**src/rtl/inta_sequencer.sv**
```systemverilog
// CPU-side 8259A acknowledge initiator: watches INT, issues the two INTA_bar
// pulses, captures the vector on the closing edge of pulse 2 and offers it over valid/ready.
module inta_sequencer #(
  parameter int PULSE_LOW_CYCLES = 2,
  parameter int GAP_CYCLES       = 2
) (
  input  logic       clk,
  input  logic       rst_n,
  input  logic       int_req,
  input  logic       int_enable,
  input  logic [7:0] data_in,
  output logic       inta_n,
  output logic       vec_valid,
  output logic [7:0] vec_data,
  input  logic       vec_ready,
  output logic       busy,
  output logic [7:0] ack_cnt
);

  localparam int MAX_CYCLES = (PULSE_LOW_CYCLES > GAP_CYCLES) ? PULSE_LOW_CYCLES : GAP_CYCLES;
  localparam int CNT_W      = $clog2(MAX_CYCLES) + 1;
  localparam logic [CNT_W-1:0] PULSE_LOAD = CNT_W'(PULSE_LOW_CYCLES);
  localparam logic [CNT_W-1:0] GAP_LOAD   = CNT_W'(GAP_CYCLES);
  localparam logic [CNT_W-1:0] CNT_ONE    = CNT_W'(1);

  typedef enum logic [2:0] {
    IDLE   = 3'd0,
    P1_LOW = 3'd1,
    GAP    = 3'd2,
    P2_LOW = 3'd3,
    HOLD   = 3'd4
  } state_t;

  state_t           state_reg;
  logic             sync1_reg;
  logic             int_sync_reg;
  logic [CNT_W-1:0] cnt_reg;
  logic             last_cycle;

  // The counter is loaded with the full phase length, so a value of one marks the final cycle.
  assign last_cycle = (cnt_reg == CNT_ONE);

  always_ff @(posedge clk or negedge rst_n) begin
    if (!rst_n) begin
      state_reg    <= IDLE;
      sync1_reg    <= 1'b0;
      int_sync_reg <= 1'b0;
      cnt_reg      <= '0;
      inta_n       <= 1'b1;
      vec_valid    <= 1'b0;
      vec_data     <= 8'h00;
      busy         <= 1'b0;
      ack_cnt      <= 8'h00;
    end else begin
      sync1_reg    <= int_req;
      int_sync_reg <= sync1_reg;
      case (state_reg)
        IDLE: begin
          if (int_sync_reg && int_enable) begin
            state_reg <= P1_LOW;
            inta_n    <= 1'b0;
            cnt_reg   <= PULSE_LOAD;
            busy      <= 1'b1;
          end
        end
        // Once pulse 1 is out the PIC has latched ISR, so nothing aborts the sequence.
        P1_LOW: begin
          if (last_cycle) begin
            state_reg <= GAP;
            inta_n    <= 1'b1;
            cnt_reg   <= GAP_LOAD;
          end else begin
            cnt_reg <= cnt_reg - CNT_ONE;
          end
        end
        GAP: begin
          if (last_cycle) begin
            state_reg <= P2_LOW;
            inta_n    <= 1'b0;
            cnt_reg   <= PULSE_LOAD;
          end else begin
            cnt_reg <= cnt_reg - CNT_ONE;
          end
        end
        P2_LOW: begin
          if (last_cycle) begin
            state_reg <= HOLD;
            inta_n    <= 1'b1;
            cnt_reg   <= '0;
            vec_data  <= data_in;
            vec_valid <= 1'b1;
            ack_cnt   <= ack_cnt + 8'd1;
          end else begin
            cnt_reg <= cnt_reg - CNT_ONE;
          end
        end
        HOLD: begin
          if (vec_valid && vec_ready) begin
            state_reg <= IDLE;
            vec_valid <= 1'b0;
            busy      <= 1'b0;
            cnt_reg   <= '0;
          end
        end
        default: begin
          state_reg <= IDLE;
          inta_n    <= 1'b1;
          vec_valid <= 1'b0;
          busy      <= 1'b0;
          cnt_reg   <= '0;
        end
      endcase
    end
  end

endmodule

```
**config.mk**
```make
export PLATFORM = sky130hd
export DESIGN_NAME = inta_sequencer
export DESIGN_NICKNAME = d
export VERILOG_FILES = /design/src/rtl/inta_sequencer.sv
export SDC_FILE = /design/constraint.sdc
export NUM_CORES = 1
export LEC_CHECK = 0
export ABC_CLOCK_PERIOD_IN_PS = 2100
export BUFFER_PORTS_ARGS = -buffer_cell sky130_fd_sc_hd__buf_2
export CAP_MARGIN = 10
export CORE_UTILIZATION = 45
export DETAILED_ROUTE_END_ITERATION = 8
export PLACE_DENSITY = 0.7
export RECOVER_POWER = 25
export SLEW_MARGIN = 20
export SYNTH_ARGS = -nofsm -noshare
export SYNTH_HDL_FRONTEND = slang
export SYNTH_SLANG_ARGS = --single-unit
```
**constraint.sdc**
```tcl
create_clock -name clk -period 2.1 [get_ports clk]
set_input_delay 0.105 -clock clk [delete_from_list [all_inputs] [get_ports clk]]
set_output_delay 0.105 -clock clk [all_outputs]
set_load 0.05 [all_outputs]
```
After elaboration in Yosys (flattened, before gate mapping)

Cells that the tools add are included.

$add $sub $neg: 2
Equality and inequality tests: 11
Muxes and demuxes: 19
Bitwise gates (word level): 3
Reduce and logical (&&, ||, !) cells: 13

Operators with widths:

| cell                                                  | count |
|---|---|
| two-way mux 3 bit                                     | 5 |
| one-hot mux 3 bit (5 select lines)                    | 1 |
| inequality test 2 bit, second input constant          | 5 |
| adder 8 x 1 -> 8 bit, second input constant           | 1 |
| two-way mux 2 bit                                     | 4 |
| one-hot mux 2 bit (4 select lines)                    | 1 |
| == test 3 x 2 -> 1 bit, second input constant         | 2 |
| one-hot mux 1 bit (3 select lines)                    | 2 |
| AND reduction 3 bit                                   | 2 |
| OR reduction 3 bit                                    | 2 |
| two-way mux 1 bit                                     | 5 |
| AND reduction 5 bit                                   | 1 |
| one-hot mux 1 bit (4 select lines)                    | 1 |
| AND reduction 2 bit                                   | 2 |
| AND reduction 4 bit                                   | 1 |
| OR reduction 2 bit                                    | 2 |
| == test 3 x 1 -> 1 bit, second input constant         | 1 |
| == test 3 bit, second input constant                  | 1 |
| zero test 3 bit                                       | 1 |
| inverter 1 bit                                        | 3 |
| == test 2 x 1 -> 1 bit, second input constant         | 1 |
| logical AND 1 bit                                     | 2 |
| inequality test 2 x 1 -> 1 bit, second input constant | 1 |
| subtractor 2 x 1 -> 2 bit, second input constant      | 1 |

Register bits after elaboration: 26
Input bits: 13
Output and inout bits: 19
Word-level logic and storage cells: 57

Depth between registers and ports, before layout

Gate-level depths: netlist of the first run.

Word-level depth: 4
Depth in mapped cells: 6
Depth with buffers taken out: 5

Least setup slack after synthesis of the first run

No wires, ideal clock.

Path kind: register to register
Start point: register cnt_reg[1]
End point: register ack_cnt[7]
Library setup time: 0.082 ns
Arrival: 1.288 ns
Required time: 2.018 ns
Path slack: 0.730 ns
Cell stages (with the launch flop): 6
Buffers on the path: 0
Period minus slack after synthesis: 1.370 ns
Path through: dfrtp_1 -> inv_1 -> ha_1 -> nand4b_4 -> nor4_4 -> xor2_1

Word-level cells in the longest chain between the ends: 2

Ends and longest elaborated chain:

| element                              | line | text |
|---|---|---|
| start, declared                      | 37   | `logic [CNT_W-1:0] cnt_reg;` |
| start signal, assigned               | 73   | `cnt_reg <= cnt_reg - CNT_ONE;` |
| start signal, assigned               | 82   | `cnt_reg <= cnt_reg - CNT_ONE;` |
| start signal, assigned               | 94   | `cnt_reg <= cnt_reg - CNT_ONE;` |
| == test 2 x 1 -> 1 bit               | 41   | `assign last_cycle = (cnt_reg == CNT_ONE);` |
| AND reduction 2 bit (no source line) | n/a  |  |
| end signal, assigned                 | 92   | `ack_cnt <= ack_cnt + 8'd1;` |
| end, declared                        | 17   | `output logic [7:0] ack_cnt` |

No other way between the ends.
A chain may end at the register's enable or synchronous reset.

Final worst setup path of the first run

Start point: register cnt_reg[1]
End point: register ack_cnt[4]

Same word-level chain as after synthesis.

==> results of run 1 <==
-- routing by layer --
| metal | wire [um] | vias up | GRT usage, % |
|---|---|---|---|
| met5 | 0 | - | 0 |
| met1 | 1040 | 421 | 25.5 |
| met3 | 93 | 4 | 4.60 |
| met2 | 1070 | 26 | 29.4 |
| met4 | 30 | 0 | 8.33 |
| li1 | - | 467 | - |
-- critical path, stage by stage (launching register included) --
cell,delay [ps]
dfrtp_1,430
inv_1,70
ha_1,300
and4b_1,500
nand4_1,170
xnor2_1,140
-- metrics by stage --
step	utilization, %	worst slack [ps]	cells	instance area (um^2)	hold WS (ps)
finish	59.2	401	186	1470	114
global route	59.2	228	186	1470	147
CTS	59.2	381	186	1470	99.7
detailed placement	54.1	421	172	1340	138
global placement	54.1	461	172	1340	131
floorplan	-	730	116	1180	-191
-- how the worst min path moves through the flow --
stage / from / endpoint / cells after the start
floorplan: rst_n / ack_cnt[0] / 0
global placement: rst_n / state_reg[1] / 1
detailed placement: rst_n / cnt_reg[1] / 1
CTS: int_enable / busy / 3
global route: int_enable / busy / 3
finish: int_enable / busy / 3
-- cells in the mapped netlist, drive strengths merged (2+ instances only) --
| cell | count |
|---|---|
| nand2 | 37 |
| dfrtp | 25 |
| nor2 | 5 |
| buf | 4 |
| inv | 4 |
| nor3 | 4 |
| xnor2 | 4 |
| xor2 | 4 |
| ha | 3 |
| a211oi | 2 |
| a21oi | 2 |
| nand3 | 2 |
| o22ai | 2 |
| or2 | 2 |
-- area by class of cell --
| type | instances | area (um^2) |
|---|---|---|
| clock buffers | 4 | 26.3 |
| fillers | 229 | 1010 |
| inverters | 4 | 15.0 |
| multi-input cells | 81 | 482 |
| flip-flops and latches | 26 | 652 |
| well taps | 30 | 37.5 |
| repair buffers | 41 | 254 |
-- what timing repair did --
action / CTS / global route
endpoints found under the hold margin: 34 / 0
hold buffers: 10 / 0
buffers inserted: 0 / 0
-- power by group through the flow --
stage	Combinational, mW	Clock [mW]	Sequential, mW
3_3_place_gp	1.05	0	0.876
5_1_grt	1.17	0.235	0.907
4_1_cts	1.08	0.227	0.875
3_5_place_dp	1.07	0	0.879
2_1_floorplan	0.481	0	1.26
6_report	1.07	0.213	0.875
-- logic make-up (layout without fill, tap and decap cells) --
family	count (synthesis)	count (layout)	synth area share [%]
buffers and inverters	9	49	4.02
xor gates and xnor gates	8	8	5.93
and+or+nand+nor	57	57	23.9
DFF	26	26	55.2
adders and majority gates	3	3	3.18
AOI/OAI and AO/OA	13	13	7.73
==> flow_metrics.env, run 1 <==
export IMPL_r2r_slack_ps=400
export IMPL_dominantRegCellSynth="dfrtp_1"
export IMPL_portBuffers=31
export IMPL_p_sw_share_pct=49.5
export IMPL_grt_pass1_vias=870
export IMPL_dp_hpwl_um=1470
export IMPL_ys_seq_area_share_pct=55.2
export IMPL_avgSynthCellArea_um2=10.2
export IMPL_synth_cell_type_count=32
export IMPL_r2r_cells=5
export IMPL_viasPerCell=4.94
export IMPL_drc_errors=0
export IMPL_power_frac_seq_pct=40.5
export IMPL_clkLatencyLatePin_ps=310
export IMPL_fp_dieW_um=53.2
export IMPL_p_switching_mw=1.07
export IMPL_ys_top_cells_by_area="dfrtp_1 53%, nand2_1 12%, ha_1 3.2%, xnor2_1 3.0%, xor2_1 3.0%"
export IMPL_endpoint_kind="register"
export IMPL_yosys_warnings=0
export IMPL_clkPwrFrac_pct=9.9
export IMPL_crit_type="reg -> reg"
export IMPL_cts_tree="built"
export IMPL_peakVddDrop_mv=0.986
export IMPL_power_leakage_nw=0.784
export IMPL_finalPower_mw=2.16
export IMPL_timing_max_cap_violations=0
export IMPL_p_comb_share_pct=49.6
export IMPL_diodes=0
export IMPL_clock_sinks=26
export IMPL_start_util_pct=47.7
export IMPL_setup_viol=0
export IMPL_syn_to_final_growth_pct=24.2
export IMPL_cts_made_buffers=3
export IMPL_nets=173
export IMPL_grt_setup_unrepaired="false"
export IMPL_track_usage_pct=19.1
export IMPL_post_synth_inst_count=116
export IMPL_worstSetupEndpoint="ack_cnt[4]"
export IMPL_slew_headroom_pct=10.1
export IMPL_critPathRequiredTime_ps=2310
export IMPL_crit_arrival_ps=1910
export IMPL_grt_pass1_wl_um=3780
export IMPL_syn_num_nets=132
export IMPL_reg2reg_from="cnt_reg[1]"
export IMPL_synth_edf_count=0
export IMPL_final_common_cell="nand2_1"
export IMPL_status="finished, final reports clean"
export IMPL_start_kind="register"
export IMPL_period_share_pct=80.9
export IMPL_via_count=918
export IMPL_period_needed_ps=1700
export IMPL_p_int_mw=1.09
export IMPL_row_count=18
export IMPL_fmax_mhz=589
export IMPL_cts_resized=0
export IMPL_synth_top_area_share_pct=53.0
export IMPL_drive_above_1_share_pct=24.4
export IMPL_r2r_end="ack_cnt[4]"
export IMPL_drt_iter0_drc=15
export IMPL_worstSetupStartpoint="cnt_reg[1]"
export IMPL_layout_common_cells="37 x nand2_1, 30 x buf_2, 25 x dfrtp_1"
export IMPL_wl_per_cell_um=12.0
export IMPL_finalClockSkew_ps=3.83
export IMPL_synth_top_cell_by_area="dfrtp_1"
export IMPL_clock_path_buffers=2
export IMPL_antenna_found_initial=0
export IMPL_routed_wl_um=2230
export IMPL_firstDrtPassIters=4
export IMPL_power_density_mw_per_mm2=1470
export IMPL_async_reset_ff_share_pct=100
export IMPL_syn_area_mm2=0.00118
export IMPL_die_h_um=53.2
export IMPL_grt_max_degree=27
export IMPL_worstPathMaxFanout=12
export IMPL_worst_pin_slew_ps=1350
export IMPL_cts_max_level=1
export IMPL_tns_ps=0
export IMPL_ys_ff_latch=26
export IMPL_overflow=0
export IMPL_gp_congestion=0.853
export IMPL_die_area_mm2=0.00283
export IMPL_pin_count=32
export IMPL_cts_root_buf="clkbuf_4"
export IMPL_hold_class="in -> reg"
export IMPL_detail_route_antenna_nets=0
export IMPL_slew_violations=0
export IMPL_clk_pin_slew_ps=130
export IMPL_core_area_mm2=0.00248
export IMPL_hold_viol=0
Note: power is estimated with default switching activity, not from simulation.
==> run 2, diff against run 1 <==
--- a/config.mk
+++ b/config.mk
@@ -5,7 +5,8 @@
 export SDC_FILE = /design/constraint.sdc
 export NUM_CORES = 1
 export LEC_CHECK = 0
-export ABC_CLOCK_PERIOD_IN_PS = 2100
+export ABC_AREA = 1
+export ABC_CLOCK_PERIOD_IN_PS = 1600
 export BUFFER_PORTS_ARGS = -buffer_cell sky130_fd_sc_hd__buf_2
 export CAP_MARGIN = 10
 export CORE_UTILIZATION = 45
==> constraint.sdc (replaced) <==
create_clock -name clk -period 1.6 [get_ports clk]
set_input_delay 0.08 -clock clk [delete_from_list [all_inputs] [get_ports clk]]
set_output_delay 0.08 -clock clk [all_outputs]
set_load 0.05 [all_outputs]
==> run 2 against run 1 <==
Compared with the run above: count of clock-buffer cells in the layout down 1; first-iteration DRC count is 47% lower; routed wire length grew 3.8%; power grew 45%; area after synthesis increased by 1.8%; register-to-register slack worse by 150 ps; setup slack got worse by 150 ps; global-route usage is 0.15 points higher; sequential share of layout area fell by 2.2 points; cell area rose by 5.3%; clock skew up 5.1 ps.
==> flow_metrics.env, run 2 <==
export IMPL_async_reset_ff_share_pct=100
export IMPL_portBuffers=31
export IMPL_period_needed_ps=1350
export IMPL_grt_setup_unrepaired="false"
export IMPL_routed_wl_um=2310
export IMPL_power_frac_seq_pct=35.3
export IMPL_finalClockSkew_ps=8.94
export IMPL_crit_chain="inv_1, ha_1, nand2_1, nor2_2, buf_4, nand3_2, xnor2_2"
export IMPL_drive_above_1_share_pct=26.1
export IMPL_drt_iter0_drc=8
export IMPL_nets=201
export IMPL_p_sw_share_pct=49.4
export IMPL_synth_cell_type_count=19
export IMPL_start_util_pct=48.1
export IMPL_fin_hold_ws_ps=59.8
export IMPL_dp_hpwl_um=1590
export IMPL_wl_per_cell_um=10.8
export IMPL_clk_pin_slew_ps=150
export IMPL_pin_count=32
export IMPL_p_int_mw=1.58
export IMPL_synth_top_cell_by_area="dfrtp_1"
export IMPL_via_count=1013
export IMPL_cts_made_buffers=3
export IMPL_antenna_found_initial=0
export IMPL_synth_edf_count=0
export IMPL_place_area_mm2=0.00139
export IMPL_syn_area_mm2=0.00120
export IMPL_diodes=0
export IMPL_syn_num_nets=155
export IMPL_fmax_mhz=743
export IMPL_cts_root_buf="clkbuf_4"
export IMPL_yosys_warnings=0
export IMPL_core_area_mm2=0.00250
export IMPL_gp_congestion=0.907
export IMPL_status="finished, final reports clean"
export IMPL_worst_pin_slew_ps=626
export IMPL_synth_top_area_share_pct=52.0
export IMPL_setup_viol=0
export IMPL_clkLatencyLatePin_ps=330
export IMPL_drc_errors=0
export IMPL_endpoint_kind="register"
export IMPL_final_common_cell="nand2_1"
export IMPL_cpMaxStageDelayCell="dfrtp_1"
export IMPL_timing_max_cap_violations=0
export IMPL_crit_type="reg -> reg"
export IMPL_cts_tree="built"
export IMPL_firstDrtPassIters=4
export IMPL_p_comb_share_pct=50.2
export IMPL_clock_path_buffers=2
export IMPL_viasPerCell=4.73
export IMPL_p_switching_mw=1.54
export IMPL_power_leakage_nw=0.874
export IMPL_ys_top_cells_by_area="dfrtp_1 52%, nand2_1 17%, inv_1 5.0%, nand3_1 4.6%, ha_1 3.1%"
export IMPL_layout_common_cells="55 x nand2_1, 30 x buf_2, 25 x dfrtp_1"
export IMPL_detail_route_antenna_nets=0
export IMPL_tns_ps=0
export IMPL_slew_headroom_pct=58.2
export IMPL_hold_viol=0
export IMPL_hold_class="in -> reg"
export IMPL_dominantRegCellSynth="dfrtp_1"
export IMPL_ys_ff_latch=26
export IMPL_clock_sinks=26
export IMPL_die_area_mm2=0.00288
export IMPL_crit_arrival_ps=1580
export IMPL_critPathRequiredTime_ps=1830
export IMPL_syn_to_final_growth_pct=28.4
export IMPL_cpPeakStageDelay_ps=430
export IMPL_ys_seq_area_share_pct=54.2
export IMPL_grt_max_degree=27
export IMPL_overflow=0
export IMPL_worstPathMaxFanout=10
export IMPL_grt_pass1_vias=940
export IMPL_synth_most_common_cell="nand2_1"
export IMPL_ys_top_cells_by_count="55 x nand2_1, 25 x dfrtp_1, 16 x inv_1"
export IMPL_fin_area_mm2=0.00154
export IMPL_grt_pass1_wl_um=3880
export IMPL_track_usage_pct=19.3
export IMPL_slew_violations=0
export IMPL_post_synth_inst_count=139
export IMPL_cts_max_level=1
export IMPL_clkPwrFrac_pct=14.6
export IMPL_start_kind="register"
export IMPL_fp_dieW_um=53.7
export IMPL_die_h_um=53.7
export IMPL_power_density_mw_per_mm2=2030
export IMPL_period_share_pct=84.1
export IMPL_finalPower_mw=3.13
export IMPL_row_count=18
export IMPL_cts_resized=0
export IMPL_avgSynthCellArea_um2=8.65
export IMPL_peakVddDrop_mv=1.57
run 2: cell count changes in the layout (fill, tap and decap cells not counted), moves of 3 or more:
cell / before / now
nor3_1: 4 / 0
nand3_1: 2 / 11
o21ai_0: 1 / 4
nand3_2: 0 / 3
nand2_1: 37 / 55
inv_1: 4 / 16
run 2: cells by family after synthesis:
group | after synthesis | synth area share (%)
AOI/OAI and AO/OA | 5 | 2.08
and+or+nand+nor | 80 | 29.1
buffers and inverters | 20 | 7.18
DFF | 26 | 54.2
xor gates and xnor gates | 5 | 4.27
adders and majority gates | 3 | 3.12
run 2: critical path, delay by kind of cell (launching register included):
family / cells / cell delay [ps]
flip-flops: 1 / 430
AND/OR/NAND/NOR: 3 / 270
adder cells (fa/ha/maj): 1 / 150
XOR/XNOR: 1 / 140
buffers and inverters: 2 / 260
run 2: final cells by class:
type	instances	area, um^2
fill	215	956
sequential	26	652
tap	30	37.5
inverter	18	67.6
clock buffer	3	22.5
timing repair buffer	43	270
multi-input combinational	93	464
clock inverter	1	30.0
run 2: final timing paths:
kind | cells after the start | from | slack (ps) | end
min in group asynchronous | 2 | rst_n | 280 | ack_cnt[0]
max in group asynchronous | 2 | rst_n | 920 | vec_data[3]
worst max register to register | 7 | cnt_reg[1] | 250 | ack_cnt[4]
worst min-delay path | 4 | vec_ready | 60 | state_reg[2]
worst max-delay path | 7 | cnt_reg[1] | 250 | ack_cnt[4]
worst min register to register | 0 | sync1_reg | 370 | int_sync_reg
run 2: repair_timing:
| item | CTS | global route |
|---|---|---|
| hold buffers | 10 | 0 |
| endpoints found under the hold margin | 34 | 0 |
| setup buffers | 0 | 0 |
run 2: routing by layer:
metal | GRT usage [%] | vias up | wire length (um)
li1 | - | 517 | -
met1 | 22.1 | 462 | 1030
met2 | 33.5 | 30 | 1160
met3 | 6.50 | 4 | 88
met4 | 5.70 | 0 | 29
met5 | 0 | - | 0
run 2: power by group through the flow:
stage | clock [mW] | sequential (mW) | combinational (mW)
global route | 0.493 | 1.14 | 1.74
finish | 0.456 | 1.10 | 1.57
CTS | 0.468 | 1.10 | 1.58
floorplan | 0 | 1.71 | 0.602
detailed placement | 0 | 1.11 | 1.57
global placement | 0 | 1.11 | 1.54
run 2: through the flow:
stage | utilization [%] | cells | setup slack [ps]
after floorplan | - | 139 | 137
after CTS | 61.8 | 214 | 254
after global routing | 61.8 | 214 | 136
final | 61.8 | 214 | 254
after global placement | 55.7 | 200 | 292
after detailed placement | 55.7 | 200 | 274
